## config.mk

```make
export PLATFORM = sky130hd
export DESIGN_NAME = wav_dfi_phy_hs_responder
export DESIGN_NICKNAME = d
export VERILOG_FILES = /design/src/rtl/wav_dfi_phy_hs_responder.sv
export SDC_FILE = /design/constraint.sdc
export NUM_CORES = 1
export LEC_CHECK = 0
export ABC_AREA = 1
export CORE_ASPECT_RATIO = 0.9
export CORE_MARGIN = 1
export CORE_UTILIZATION = 49
export CTS_CLUSTER_DIAMETER = 80
export DETAILED_ROUTE_END_ITERATION = 12
export PLACE_DENSITY = 0.84
export SYNTH_ARGS = -nofsm -noshare
export SYNTH_HDL_FRONTEND = slang
export SYNTH_SLANG_ARGS = --single-unit
```

## constraint.sdc

```tcl
create_clock -name clock -period 1.9 [get_ports clock]
set_clock_uncertainty 0.15 [all_clocks]
set_input_delay 0.57 -clock clock [delete_from_list [all_inputs] [get_ports clock]]
set_output_delay 0.57 -clock clock [all_outputs]
set_load 0.05 [all_outputs]
```

## src/rtl/wav_dfi_phy_hs_responder.sv

```systemverilog
// wav_dfi_phy_hs_responder
//   PHY-side responder for the DFI update and low-power handshakes.
//   - Acknowledges MC ctrlupd_req after ACK_DLY cycles while the core allows it.
//   - Drives phyupd_req/phyupd_type on behalf of the PHY core and opens the
//     grant window once the MC returns phyupd_ack.
//   - Acknowledges lp_ctrl_req / lp_data_req independently and latches the
//     wakeup codes for the core.
// Ports:
//   clock, reset                : DFI clock, synchronous active-high reset
//   ctrlupd_req / ctrlupd_ack   : MC-initiated update handshake
//   lp_ctrl_* / lp_data_*       : low-power request, wakeup code, acknowledge
//   phyupd_req/type/ack         : PHY-initiated update handshake
//   core_*                      : PHY core side permissions, pulses and status
// All outputs are registered and cleared by reset.

module wav_dfi_phy_hs_lp_fsm #(
  parameter int unsigned ACK_DLY = 2,
  parameter int unsigned CNT_W   = 4
) (
  input  logic       clock,
  input  logic       reset,
  input  logic       req,
  input  logic       allow,
  input  logic [5:0] wakeup,
  output logic       ack,
  output logic       active,
  output logic [5:0] wakeup_q
);

  typedef enum logic [1:0] {L_IDLE, L_WAIT, L_ACK} lp_state_t;

  localparam logic [CNT_W-1:0] CNT_LOAD = CNT_W'(ACK_DLY - 1);

  lp_state_t        state, state_nx;
  logic [CNT_W-1:0] cnt, cnt_nx;
  logic [5:0]       wk_nx;

  always_comb begin
    state_nx = state;
    cnt_nx   = cnt;
    wk_nx    = wakeup_q;
    case (state)
      L_IDLE: if (req && allow) begin
        state_nx = L_WAIT;
        cnt_nx   = CNT_LOAD;
        wk_nx    = wakeup;
      end
      L_WAIT: begin
        if (!req)            state_nx = L_IDLE;
        else if (cnt == '0)  state_nx = L_ACK;
        else                 cnt_nx   = cnt - CNT_W'(1);
      end
      L_ACK: begin
        // code tracks the MC while acked; held once req drops
        if (!req) state_nx = L_IDLE;
        else      wk_nx    = wakeup;
      end
      default: state_nx = L_IDLE;
    endcase
  end

  // Outputs are registered from the next state so ack appears on the same
  // edge the FSM enters L_ACK.
  always_ff @(posedge clock) begin
    if (reset) begin
      state    <= L_IDLE;
      cnt      <= '0;
      wakeup_q <= '0;
      ack      <= 1'b0;
      active   <= 1'b0;
    end else begin
      state    <= state_nx;
      cnt      <= cnt_nx;
      wakeup_q <= wk_nx;
      ack      <= (state_nx == L_ACK);
      active   <= (state_nx == L_ACK);
    end
  end

endmodule

module wav_dfi_phy_hs_responder #(
  parameter int unsigned ACK_DLY = 2,
  parameter int unsigned CNT_W   = 4
) (
  input  logic       clock,
  input  logic       reset,
  input  logic       ctrlupd_req,
  output logic       ctrlupd_ack,
  input  logic       lp_ctrl_req,
  input  logic [5:0] lp_ctrl_wakeup,
  output logic       lp_ctrl_ack,
  input  logic       lp_data_req,
  input  logic [5:0] lp_data_wakeup,
  output logic       lp_data_ack,
  output logic       phyupd_req,
  output logic [1:0] phyupd_type,
  input  logic       phyupd_ack,
  input  logic       core_upd_allow,
  input  logic       core_lp_allow,
  input  logic       core_phyupd_start,
  input  logic [1:0] core_phyupd_type,
  input  logic       core_phyupd_done,
  output logic       core_ctrlupd_active,
  output logic       core_phyupd_grant,
  output logic       core_lp_ctrl_active,
  output logic       core_lp_data_active,
  output logic [5:0] core_lp_ctrl_wakeup,
  output logic [5:0] core_lp_data_wakeup
);

  typedef enum logic [2:0] {
    U_IDLE, CU_WAIT, CU_ACK, PU_REQ, PU_GRANT, PU_DROP
  } upd_state_t;

  localparam logic [CNT_W-1:0] CNT_LOAD = CNT_W'(ACK_DLY - 1);

  upd_state_t       u_state, u_next;
  logic [CNT_W-1:0] u_cnt, u_cnt_next;
  logic [1:0]       u_type, u_type_next;
  logic             pu_window;

  always_comb begin
    u_next      = u_state;
    u_cnt_next  = u_cnt;
    u_type_next = u_type;
    case (u_state)
      U_IDLE: begin
        // ctrlupd has priority; a coincident start pulse is discarded
        if (ctrlupd_req && core_upd_allow) begin
          u_next     = CU_WAIT;
          u_cnt_next = CNT_LOAD;
        end else if (core_phyupd_start) begin
          u_next      = PU_REQ;
          u_type_next = core_phyupd_type;
        end
      end
      CU_WAIT: begin
        if (!ctrlupd_req)      u_next     = U_IDLE;
        else if (u_cnt == '0)  u_next     = CU_ACK;
        else                   u_cnt_next = u_cnt - CNT_W'(1);
      end
      CU_ACK:   if (!ctrlupd_req)      u_next = U_IDLE;
      PU_REQ:   if (phyupd_ack)        u_next = PU_GRANT;
      PU_GRANT: if (core_phyupd_done)  u_next = PU_DROP;
      PU_DROP:  if (!phyupd_ack)       u_next = U_IDLE;
      default:  u_next = U_IDLE;
    endcase
  end

  assign pu_window = (u_next == PU_REQ) || (u_next == PU_GRANT);

  always_ff @(posedge clock) begin
    if (reset) begin
      u_state             <= U_IDLE;
      u_cnt               <= '0;
      u_type              <= '0;
      ctrlupd_ack         <= 1'b0;
      core_ctrlupd_active <= 1'b0;
      phyupd_req          <= 1'b0;
      phyupd_type         <= '0;
      core_phyupd_grant   <= 1'b0;
    end else begin
      u_state             <= u_next;
      u_cnt               <= u_cnt_next;
      u_type              <= u_type_next;
      ctrlupd_ack         <= (u_next == CU_ACK);
      core_ctrlupd_active <= (u_next == CU_ACK);
      phyupd_req          <= pu_window;
      phyupd_type         <= pu_window ? u_type_next : 2'b00;
      core_phyupd_grant   <= (u_next == PU_GRANT);
    end
  end

  wav_dfi_phy_hs_lp_fsm #(.ACK_DLY(ACK_DLY), .CNT_W(CNT_W)) u_lp_ctrl (
    .clock    (clock),
    .reset    (reset),
    .req      (lp_ctrl_req),
    .allow    (core_lp_allow),
    .wakeup   (lp_ctrl_wakeup),
    .ack      (lp_ctrl_ack),
    .active   (core_lp_ctrl_active),
    .wakeup_q (core_lp_ctrl_wakeup)
  );

  wav_dfi_phy_hs_lp_fsm #(.ACK_DLY(ACK_DLY), .CNT_W(CNT_W)) u_lp_data (
    .clock    (clock),
    .reset    (reset),
    .req      (lp_data_req),
    .allow    (core_lp_allow),
    .wakeup   (lp_data_wakeup),
    .ack      (lp_data_ack),
    .active   (core_lp_data_active),
    .wakeup_q (core_lp_data_wakeup)
  );

endmodule
```

==> results summary <==
The run finished with clean final reports. The average routed wire per standard cell is between 10 and 15 µm. The buffers inserted during post-CTS setup optimization is 0. The DRC marker count from the first detailed-route iteration is 158.

The global-route wire length before repair came out at approximately 7300 µm. After layout, the worst path uses ~90% of the clock period. The final-report max-slew violation count is 0. For this run, the leading register cell type out of synthesis is sky130_fd_sc_hd__dfxtp_1. The first-pass iteration count of the detailed router came out at 4. The required arrival time at the worst endpoint is 1.95 ns. The relative contribution of the clock network to total power came out at about 29%. The number of nets in the finished design is 336.

The maximum number of pins on one net before global-route repair is 21. The leakage power summed over all cells came out at 0.00117 µW. The number of endpoints with negative hold slack in the final report is 0. The count of cell instances traversed by the critical path came out at 6. After detailed routing, the number of remaining DRC violations is 0. The transition time at the pin with the least slew margin came out at 0.321 ns. For this run, the top clock speed supported by timing is approximately 570 MHz. The count of nets left with antenna violations after detail routing came out at 0. The overall routing resource usage is between 20 and 25%. In this run the power density over the cells is 878 nW/µm².

In this run the worst setup path begins at core_lp_allow. The final global-route overflow total is 0. The final routed wirelength across all metal layers is 4420 µm.

CTS placed an instance of sky130_fd_sc_hd__clkbuf_8 at the clock tree root. The post-CTS clock slew at the launch and capture registers of the worst setup and hold paths is approximately 0.08 ns. For this design the total switching power over the nets is 789 µW. Per report_power, the sequential group accounts for 40.7% of the total. The placeable core region is 3500 µm². After synthesis, the mean cell area works out to 7.36 µm².

The final sum of negative setup slack is 0 ns. In this design, the stage delay of the slowest critical-path cell is 0.52 ns. Summing the sequential cell areas from Yosys gives 42.7% of the chip area. The flip-flop and latch count after synthesis came out at 40. The remaining max-slew budget at the tightest pin is around four fifths. The data arrival time of the worst path came out at 1.80 ns. The worst hold path belongs to the class flip-flop to flip-flop.

The number of sinks handled by clock tree synthesis is 40. For the worst flop-to-flop path, the logic depth is 7. The register-to-register path setup slack came out at 0.38 ns.

The HPWL after detailed placement came out at ~3300 µm. The startpoint class of the critical path is an input pin. The detailed-route vias per instance came out at 5.08. The via count of the first global-routing pass came to ~1700. The die is 60.7 µm tall. At the later pin of the worst-skew pair, clock insertion delay measures 0.30 ns.

The count of boundary I/O pins is 46. The number of buffers between clock root and the deepest sink came out at 2. In this run the horizontal extent of the chip is 67.2 µm. Along the worst path, the maximum fanout reaches 6. The starting density of the core is 53.6%. The number of distinct library cell variants in the gate-level netlist after synthesis is 32. The cell family contributing the most delay on the critical path is simple AND/OR/NAND/NOR gates. In this run, post-CTS hold repair placed 0 buffers. The critical path is of the input pin to flip-flop type.

The internal power came out at 1610 µW. Setup repair after global routing left no endpoint under its margin. Setup violations remaining at the end of the flow were counted as 0. In this run, synthesis inferred 0 flip-flops with an integrated enable. The number of H-tree branching levels is 2.

The post-layout instance count excluding filler cells came out at between 300 and 400. The cell occurring most often along the worst timing path is sky130_fd_sc_hd__nand2_1. The count of buffer and inverter cells on the critical path is 1. The floorplan has 20 rows. The post-synthesis cell count is ~260.

The fraction of final layout cells with drive strength greater than 1 is 19.2%. After layout, the minimum clock period comes to 1.75 ns. The worst register-to-register path begins at u_cnt[0]. The signal on the critical path passes through clkdlybuf4s50_1 > nand4_1 > nand2_1 > nand2_1 > nor3_1 > nor2_1. The cell with the largest stage delay on the worst path is sky130_fd_sc_hd__clkdlybuf4s50_1. The commonest cells after synthesis are sky130_fd_sc_hd__nor2_1 (54), sky130_fd_sc_hd__dfxtp_1 (40), sky130_fd_sc_hd__nand2_1 (40), sky130_fd_sc_hd__inv_1 (25), sky130_fd_sc_hd__o21ai_0 (16). The synthesized design spends more area on one cell type than any other, namely sky130_fd_sc_hd__dfxtp_1.

The switching share of power is 32.9%. In this run the tool buffered the top-level ports with 45 buffer cells. The most common cell in the synthesized netlist is sky130_fd_sc_hd__nor2_1. The initial antenna violation count came out at 0. The part of the total power dissipated in combinational logic came out at a little over 30%. The reported max-cap violation count came out at 0.

The number of gates given a new drive strength after cts is 0. The synthesized netlist net count came out at between 200 and 300. In this run the critical register-to-register path is captured at u_cnt[0]. IR analysis of the VDD net gives a maximum drop of 0.565 mV. In the synthesized netlist the async set-or-reset flop fraction comes to 0%. The die covers 4080 µm². The area share of the largest cell type after synthesis came out at roughly 43%. The number of warnings printed during yosys synthesis came out at 0.

Including well taps, the total number of placed cells is 343. The area growth from synthesis to layout is 45.5%. TritonCTS built the clock tree. TritonCTS created 5 clock buffers.

The number of antenna diodes in the final layout is 0. The final estimated routing congestion in global placement is 0.790. The number of fill cells came out at 220.

The capturing instance or port of the critical path is u_lp_ctrl.cnt[0]. The kind of end point of the critical path is a flip-flop. The total via count in the routed design came out at 1782. After synthesis the cells add up to 1880 µm². In the post-synthesis netlist, the biggest area contributors are sky130_fd_sc_hd__dfxtp_1 (43%), sky130_fd_sc_hd__nor2_1 (11%), sky130_fd_sc_hd__nand2_1 (8.0%), sky130_fd_sc_hd__inv_1 (5.0%), sky130_fd_sc_hd__o21ai_0 (4.3%).
[tightest hold or removal path, stage by stage (launching register included)]
cell and delay [ns]:
sky130_fd_sc_hd__dfxtp_1 0.33, sky130_fd_sc_hd__nand2_2 0.07, sky130_fd_sc_hd__a21oi_2 0.05
[per-layer routing]
layer	routed length, µm	global-route usage, %
met1	1810	28.1
met2	2220	43.6
met3	254	5.64
met4	127	14.6
met5	0	0
[layout by cell type, fill, tap and decap left out, types with 6 or more instances in the layout]
cell type / instances
sky130_fd_sc_hd__nand2_2: 6
sky130_fd_sc_hd__clkdlybuf4s50_1: 23
sky130_fd_sc_hd__buf_12: 23
sky130_fd_sc_hd__inv_1: 25
sky130_fd_sc_hd__ha_1: 6
sky130_fd_sc_hd__nand3_1: 13
sky130_fd_sc_hd__nand2_1: 40
sky130_fd_sc_hd__nor2_1: 54
sky130_fd_sc_hd__dfxtp_1: 40
sky130_fd_sc_hd__a21oi_1: 7
sky130_fd_sc_hd__o21ai_0: 16
[worst min path at each step]
stage                startpoint                to  cells after the start
2_1_floorplan  u_lp_data.cnt[1]  u_lp_data.cnt[1]                      2
3_3_place_gp          u_type[0]         u_type[0]                      2
3_5_place_dp          u_type[0]         u_type[0]                      2
4_1_cts                u_cnt[1]          u_cnt[1]                      2
5_1_grt                u_cnt[1]          u_cnt[1]                      2
6_report               u_cnt[1]          u_cnt[1]                      2
[layout make-up]
class | count | area, µm² | share of cell area [%]
Clock buffer | 5 | 68.8 | 2.52
Tap cell | 44 | 55.1 | 2.02
Sequential cell | 40 | 801 | 29.3
Multi-Input combinational cell | 179 | 927 | 33.9
Inverter | 29 | 109 | 3.99
Clock inverter | 3 | 42.5 | 1.56
Timing Repair Buffer | 51 | 728 | 26.7
[cells by family (layout without fill, tap and decap cells)]
group	count (synthesis)	count (layout)	share of synthesized area (%)
buffers and inverters	36	88	7.93
AOI/OAI and AO/OA	36	36	11.7
and+or+nand+nor	135	135	32.8
DFF	40	40	42.7
xor gates and xnor gates	2	2	0.934
adders and majority gates	6	6	4.00
[registers in the layout, summed over array words and instances, names as in the netlist]
register,flops
core_ctrlupd_active,1
u_lp_data.wakeup_q,6
phyupd_req,1
u_cnt,4
u_lp_ctrl.state,2
u_lp_ctrl.cnt,4
u_lp_ctrl.wakeup_q,6
phyupd_type,2
u_lp_data.cnt,4
u_lp_data.state,2
u_state,3
u_lp_data.ack,1
core_phyupd_grant,1
u_type,2
u_lp_ctrl.ack,1
[power by group through the flow]
stage	clock [µW]	sequential [µW]	combinational [µW]
after floorplan	0	1070	359
after global placement	0	990	696
after detailed placement	0	993	717
after CTS	706	974	724
after global routing	742	982	797
final	697	975	725
[metrics by stage]
step	cell area, µm²	util, %	worst slack [ns]	total power, µW	hold WS, ns
after floorplan	1880	-	0.286	1430	0.302
after global placement	2620	74.8	-0.0774	1690	0.320
after detailed placement	2620	74.8	-0.131	1710	0.332
after CTS	2730	78.0	0.182	2400	0.346
after global routing	2730	78.0	0.0356	2520	0.375
final	2730	78.0	0.152	2400	0.344
Note: power is estimated with default switching activity, not from simulation.
